<file path="config.mk">
export PLATFORM = sky130hd
export DESIGN_NAME = cp0_timer_flat
export DESIGN_NICKNAME = d
export VERILOG_FILES = /design/src/rtl/cp0_timer_if.sv /design/src/rtl/cp0_timer.sv /design/src/flat_wrapper.sv
export SDC_FILE = /design/constraint.sdc
export NUM_CORES = 1
export LEC_CHECK = 0
export CORE_ASPECT_RATIO = 0.6
export CORE_MARGIN = 3
export CORE_UTILIZATION = 46
export DETAILED_ROUTE_END_ITERATION = 16
export PLACE_DENSITY = 0.84
export SYNTH_ARGS = -nofsm -noshare
export SYNTH_HDL_FRONTEND = slang
export SYNTH_SLANG_ARGS = --single-unit
</file>
<file path="constraint.sdc">
create_clock -name clk -period 3.1 [get_ports clk]
set_clock_uncertainty 0.2 [all_clocks]
set_input_delay 0.775 -clock clk [delete_from_list [all_inputs] [get_ports clk]]
set_output_delay 0.775 -clock clk [all_outputs]
set_load 0.05 [all_outputs]
</file>
<file path="src/rtl/cp0_timer_if.sv">
// Local register window bus for the CP0 timer block.
interface cp0_timer_if;
    logic        wen;
    logic [3:0]  waddr;
    logic [63:0] wdata;
    logic [3:0]  raddr;
    logic [63:0] rdata;

    modport master (
        output wen, waddr, wdata, raddr,
        input  rdata
    );

    modport slave (
        input  wen, waddr, wdata, raddr,
        output rdata
    );
endinterface

</file>
<file path="src/rtl/cp0_timer.sv">
// CP0 Count/Compare timer with Random/Wired TLB index generator.
// Define CP0_TIMER_PERIODIC_EN to add per-channel auto-reload Period registers.
module cp0_timer #(
    parameter int COUNT_W = 32,
    parameter int NCMP    = 1,
    parameter int DIV     = 2,
    parameter int TLBENT  = 32
) (
    input  logic                      clk,
    input  logic                      rst_n,
    input  logic                      phi2_i,
    input  logic                      stall_i,
    cp0_timer_if.slave                bus,
    output logic [NCMP-1:0]           timer_irq_o,
    output logic [COUNT_W-1:0]        count_o,
    output logic [$clog2(TLBENT)-1:0] random_o
);

    localparam int RW = $clog2(TLBENT);
    localparam int DW = (DIV > 1) ? $clog2(DIV) : 1;
    localparam logic [DW-1:0] DIV_LAST = DW'(DIV - 1);
    localparam logic [RW-1:0] RAND_TOP = RW'(TLBENT - 1);

    logic [DW-1:0]      div_q, div_d;
    logic [COUNT_W-1:0] count_q, count_d;
    logic [COUNT_W-1:0] cmp_q [NCMP];
    logic [COUNT_W-1:0] cmp_d [NCMP];
    logic [NCMP-1:0]    pend_q, pend_d;
    logic [RW-1:0]      wired_q, wired_d;
    logic [RW-1:0]      rand_q, rand_d;
    logic [NCMP-1:0]    hit;
    logic [15:0]        wsel;
    logic               unused_bits;

`ifdef CP0_TIMER_PERIODIC_EN
    logic [COUNT_W-1:0] per_q [NCMP];
    logic [COUNT_W-1:0] per_d [NCMP];
`endif

    // One-hot write select; already qualified by phi2
    assign wsel = (phi2_i && bus.wen) ? (16'b1 << bus.waddr) : 16'b0;
    assign unused_bits = ^{bus.wdata, wsel};

    always_comb begin
        div_d   = div_q;
        count_d = count_q;
        if (wsel[0]) begin
            count_d = bus.wdata[COUNT_W-1:0];
            div_d   = '0;
        end else if (phi2_i) begin
            if (div_q == DIV_LAST) begin
                div_d   = '0;
                count_d = count_q + COUNT_W'(1);
            end else begin
                div_d = div_q + DW'(1);
            end
        end
    end

    always_comb begin
        hit    = '0;
        pend_d = pend_q;
        for (int k = 0; k < NCMP; k++) begin
            hit[k]   = (count_q == cmp_q[k]);
            cmp_d[k] = cmp_q[k];
`ifdef CP0_TIMER_PERIODIC_EN
            per_d[k] = per_q[k];
            if (phi2_i && hit[k] && per_q[k] != '0)
                cmp_d[k] = cmp_q[k] + per_q[k];
            if (wsel[8+k])
                per_d[k] = bus.wdata[COUNT_W-1:0];
`endif
            if (phi2_i && hit[k])
                pend_d[k] = 1'b1;
            // Explicit writes override a same-cycle match
            if (wsel[4+k]) begin
                cmp_d[k]  = bus.wdata[COUNT_W-1:0];
                pend_d[k] = 1'b0;
            end
            if (wsel[3] && bus.wdata[k])
                pend_d[k] = 1'b0;
        end
    end

    always_comb begin
        wired_d = wired_q;
        rand_d  = rand_q;
        if (wsel[1]) begin
            wired_d = bus.wdata[RW-1:0];
            rand_d  = RAND_TOP;
        end else if (phi2_i && !stall_i) begin
            if (rand_q == wired_q || rand_q == '0)
                rand_d = RAND_TOP;
            else
                rand_d = rand_q - RW'(1);
        end
    end

    always_ff @(posedge clk or negedge rst_n) begin
        if (!rst_n) begin
            div_q   <= '0;
            count_q <= '0;
            pend_q  <= '0;
            wired_q <= '0;
            rand_q  <= RAND_TOP;
            for (int k = 0; k < NCMP; k++) begin
                cmp_q[k] <= '1;
`ifdef CP0_TIMER_PERIODIC_EN
                per_q[k] <= '0;
`endif
            end
        end else begin
            div_q   <= div_d;
            count_q <= count_d;
            pend_q  <= pend_d;
            wired_q <= wired_d;
            rand_q  <= rand_d;
            for (int k = 0; k < NCMP; k++) begin
                cmp_q[k] <= cmp_d[k];
`ifdef CP0_TIMER_PERIODIC_EN
                per_q[k] <= per_d[k];
`endif
            end
        end
    end

    always_comb begin
        bus.rdata = '0;
        case (bus.raddr)
            4'd0:    bus.rdata = 64'(count_q);
            4'd1:    bus.rdata = 64'(wired_q);
            4'd2:    bus.rdata = 64'(rand_q);
            4'd3:    bus.rdata = 64'(pend_q);
            default: bus.rdata = '0;
        endcase
        for (int k = 0; k < NCMP; k++) begin
            if (bus.raddr == 4'(4 + k))
                bus.rdata = 64'(cmp_q[k]);
`ifdef CP0_TIMER_PERIODIC_EN
            if (bus.raddr == 4'(8 + k))
                bus.rdata = 64'(per_q[k]);
`endif
        end
    end

    assign timer_irq_o = pend_q;
    assign count_o     = count_q;
    assign random_o    = rand_q;

endmodule

</file>
<file path="src/flat_wrapper.sv">
// flat-port wrapper written by rule: the top's interface ports become plain ports
module cp0_timer_flat 
#(
    parameter int COUNT_W = 32,
    parameter int NCMP    = 1,
    parameter int DIV     = 2,
    parameter int TLBENT  = 32
)
  (clk, rst_n, phi2_i, stall_i, timer_irq_o, count_o, random_o, bus_wen, bus_waddr, bus_wdata, bus_raddr, bus_rdata);
  cp0_timer_if bus_i ();
  input  logic clk;
  input  logic rst_n;
  input  logic phi2_i;
  input  logic stall_i;
  output logic [NCMP-1:0] timer_irq_o;
  output logic [COUNT_W-1:0] count_o;
  output logic [$clog2(TLBENT)-1:0] random_o;
  input wire logic [$bits(bus_i.wen)-1:0] bus_wen;
  input wire logic [$bits(bus_i.waddr)-1:0] bus_waddr;
  input wire logic [$bits(bus_i.wdata)-1:0] bus_wdata;
  input wire logic [$bits(bus_i.raddr)-1:0] bus_raddr;
  output wire logic [$bits(bus_i.rdata)-1:0] bus_rdata;
  assign bus_i.wen = bus_wen;
  assign bus_i.waddr = bus_waddr;
  assign bus_i.wdata = bus_wdata;
  assign bus_i.raddr = bus_raddr;
  assign bus_rdata = bus_i.rdata;
  cp0_timer #(.COUNT_W(COUNT_W), .NCMP(NCMP), .DIV(DIV), .TLBENT(TLBENT)) u_core (.clk(clk), .rst_n(rst_n), .phi2_i(phi2_i), .stall_i(stall_i), .bus(bus_i), .timer_irq_o(timer_irq_o), .count_o(count_o), .random_o(random_o));
endmodule
</file>
==> Flow_metrics.wiki, run 1 <==
{| class="wikitable"
! Metric !! Value
|-
| Internal || 2.794 mW
|-
| Total number of placement rows || 28
|-
| Run status || finished clean
|-
| Router iterations before antenna repair || 6
|-
| Via count || 5159
|-
| Critical Path Start Type || primary input
|-
| Setup slack of the critical path after layout || 0.05557 ns
|-
| Net switching component of the power || 2.105 mW
|-
| Final hold viol count || 0
|-
| Std-Cell Core Area || 0.01023 mm²
|-
| Number of enable flip-flop cells after synthesis || 0
|-
| Sequential Power Share || 0.356
|-
| Pre-CTS WS || -0.2578 ns
|-
| Die Outline Area || 0.01221 mm²
|-
| Combinational group share of total power || 0.408
|-
| Remaining design rule violation count || 0
|-
| Die Ht || 86.81 µm
|-
| Proportion of power drawn by the clock network || 0.236
|-
| Data required time at the worst endpoint || 2.12 ns
|-
| IO buf count || 114
|-
| Worst setup startpoint || bus_raddr[1]
|-
| Path type of the worst setup path || in -> out
|-
| Setup TNS || 0 ns
|-
| Longest Clk Path Bufs || 2
|-
| Antenna diodes || 0
|-
| Clock period minus worst slack || 3.044 ns
|-
| Area growth, synth to finish || 48.36%
|-
| Power Dens Cells || 659.6 mW/mm²
|-
| Reg2Reg Launch Point || u_core.count_o[0]$_DFFE_PN0P_
|-
| Portion of the post-synthesis area used by sequential elements || 0.3892
|-
| Peak supply drop || 431.7 µV
|-
| DP HPWL || 12620 µm
|-
| Cell count after synthesis || 533
|-
| Number of global-route vias before repair || 5033
|-
| Most common cell after layout, fill and taps aside || sky130_fd_sc_hd__clkdlybuf4s50_1
|-
| Final Core Density || 0.7260
|-
| Horiz. Die Dim || 140.7 µm
|-
| Worst endpoint data arrival time || 2.07 ns
|-
| Ratio of final minimum period to clock period || 0.9821
|-
| Yosys synthesis warning count || 0
|-
| Net switching share of the total power || 0.4296
|-
| Leading register cell type out of synthesis || sky130_fd_sc_hd__dfrtp_1
|-
| RePlAce Congestion || 0.9289
|-
| Unique masters post-synth || 62
|-
| Number of buffers inserted during clock tree synthesis || 9
|-
| Final wirelength || 18790 µm
|-
| Clock-pin slew reported for the worst setup and hold paths after clock tree synthesis || 0.06 ns
|-
| Lkg Pwr || 3.059 nW
|-
| Total of fill cells in the finished design || 689
|-
| Insertion delay to the later sink of the worst-skew pair || 0.35 ns
|-
| Gr ovfl total || 0
|-
| Async set-or-reset flop fraction in the synthesized netlist || 1.000
|-
| Total power || 4.899 mW
|-
| Number of storage elements in the synthesis netlist || 76
|-
| Fmax || 328.5 MHz
|-
| I/O pin count || 179
|-
| Number of DRC markers after the initial detailed-route iteration || 657
|-
| First-pass GRT wire length || 28190 µm
|-
| Setup-violating endpoint count in the final report || 0
|-
| Starting density of the core || 0.4894
|-
| Wire length per cell || 23.40 µm
|-
| CTS H-tree lvls || 3
|-
| Number of antenna violations at the first check in global routing || 0
|-
| Slew HR || 0.4768
|-
| Largest net degree at the start of global routing || 77
|-
| CP max FO || 6
|-
| Mapped cell area || 0.005006 mm²
|-
| Sinks on the clock net || 76
|-
| Final count of pins violating max slew || 0
|-
| Layout cells sized above 1 || 0.3129
|-
| Total Routing Usage GR || 0.2995
|-
| Net count of the finished layout || 742
|-
| Max Cap Viol || 0
|-
| Post-DR vias/cell || 6.425
|-
| Avg Cell Area, Syn || 9.392 µm²
|-
| Most frequent cells in the layout || sky130_fd_sc_hd__clkdlybuf4s50_1 (77), sky130_fd_sc_hd__nand2_1 (43), sky130_fd_sc_hd__buf_12 (41)
|-
| Final antenna-violating net count || 0
|-
| Worst hold path type || in -> async
|-
| Worst-margin pin slew || 0.7788 ns
|-
| CTS tree || built
|-
| Endpoint of the lowest-slack register-to-register path || u_core.count_o[22]$_DFFE_PN0P_
|-
| Worst R2R Path Depth || 6
|-
| Register-to-register setup slack || 0.34 ns
|-
| Crit path capture type || primary output
|-
| CTS Hold Buffers Added || 0
|-
| CTS Root Cell || sky130_fd_sc_hd__clkbuf_16
|}
==> layout make-up <==
class | instances | area [µm²] | area share
Sequential cell | 76 | 1948 | 0.2623
Tap cell | 135 | 168.9 | 0.02274
Clock buffer | 9 | 225.2 | 0.03032
Clock inverter | 7 | 100.1 | 0.01348
Inverter | 9 | 33.78 | 0.004549
Timing Repair Buffer | 160 | 1969 | 0.2652
Multi-Input combinational cell | 407 | 2982 | 0.4014
==> per-stage QoR <==
step	area [µm²]	instances	hold slack [ns]
finish	7427	803	0.2573
floorplan	5175	564	0.2794
detailed placement	6716	774	0.3200
CTS	7436	805	0.2904
global placement	6716	774	0.3083
global route	7427	803	0.2985
==> how the worst max path moves through the flow <==
stage / end / cells past startpoint / slack [ns]
2_1_floorplan: bus_rdata[11] / 4 / 0.02
3_3_place_gp: bus_rdata[12] / 6 / -0.21
3_5_place_dp: bus_rdata[21] / 6 / -0.26
4_1_cts: bus_rdata[21] / 8 / -0.03
5_1_grt: bus_rdata[14] / 8 / -0.02
6_report: bus_rdata[21] / 8 / 0.06
==> cell families (layout without fill, tap and decap cells) <==
| group | after synthesis | in the layout | share of synthesized area |
|---|---|---|---|
| muxes | 39 | 39 | 0.08848 |
| DFF | 76 | 76 | 0.3892 |
| adders and majority gates | 2 | 2 | 0.004998 |
| and+or+nand+nor | 171 | 171 | 0.1755 |
| AOI/OAI and AO/OA | 127 | 127 | 0.1867 |
| xor gates and xnor gates | 36 | 36 | 0.06299 |
| other | 1 | 32 | 0.0007491 |
| buffers and inverters | 81 | 185 | 0.09148 |
==> synthesized netlist by cell type (17+ instances only) <==
cell type	count	area [µm²]
sky130_fd_sc_hd__o21ai_0	17	85.08
sky130_fd_sc_hd__dfstp_2	37	972.2
sky130_fd_sc_hd__a22o_1	31	271.5
sky130_fd_sc_hd__xnor2_1	21	183.9
sky130_fd_sc_hd__mux2_2	32	360.4
sky130_fd_sc_hd__nor2_1	32	120.1
sky130_fd_sc_hd__clkbuf_1	24	90.09
sky130_fd_sc_hd__nor3_1	17	85.08
sky130_fd_sc_hd__buf_4	33	247.7
sky130_fd_sc_hd__nand2_1	43	161.4
sky130_fd_sc_hd__dfrtp_1	39	975.9
sky130_fd_sc_hd__nand3_1	26	130.1
sky130_fd_sc_hd__nand4_1	18	112.6
==> registers in the layout, indices dropped and copies added (netlist names) <==
name and cells:
u_core.cmp_q 32, u_core.count_o 32, u_core.div_q 1, u_core.random_o 5, u_core.timer_irq_o 1, u_core.wired_q 5
==> routing by layer <==
layer / wire length (µm) / track usage / vias to the layer above / part of all wire
met4: 444 / 0.09059 / 0 / 0.024
li1: - / - / 2180 / -
met2: 8121 / 0.4306 / 392 / 0.43
met1: 7656 / 0.4152 / 2534 / 0.41
met5: 0 / 0 / - / 0
met3: 2571 / 0.1218 / 53 / 0.14
==> repair_timing <==
action / CTS / global route
hold endpoints to repair: 0 / 0
gates cloned: 5 / 0
resized for setup: 35 / 14
pin swaps: 10 / 9
buffers inserted: 10 / 1
setup endpoints to repair: 32 / 30
==> power groups by stage <==
stage,combinational [mW],sequential [mW],clock [mW]
3_3_place_gp,1.89,1.68,0
2_1_floorplan,0.925,1.96,0
3_5_place_dp,1.93,1.70,0
4_1_cts,1.97,1.71,1.15
5_1_grt,2.09,1.76,1.21
6_report,2.00,1.74,1.16
==> critical path, stage by stage <==
cell and delay [ns]:
sky130_fd_sc_hd__buf_4 0.14, sky130_fd_sc_hd__buf_12 0.13, sky130_fd_sc_hd__nor4_4 0.30, sky130_fd_sc_hd__buf_4 0.18
sky130_fd_sc_hd__buf_12 0.11, sky130_fd_sc_hd__buf_16 0.14, sky130_fd_sc_hd__a22o_4 0.16, sky130_fd_sc_hd__buf_12 0.13
No activity file was read; power rests on OpenSTA's default activity.
==> run 2: changes to the inputs <==
--- a/config.mk
+++ b/config.mk
@@ -8,6 +8,7 @@
 export CORE_ASPECT_RATIO = 0.6
 export CORE_MARGIN = 3
 export CORE_UTILIZATION = 46
+export CTS_CLUSTER_DIAMETER = 60
 export DETAILED_ROUTE_END_ITERATION = 16
 export PLACE_DENSITY = 0.84
 export SYNTH_ARGS = -nofsm -noshare
==> results of run 2 <==
Final layout, timing and power as in run 1 (identical DEF).
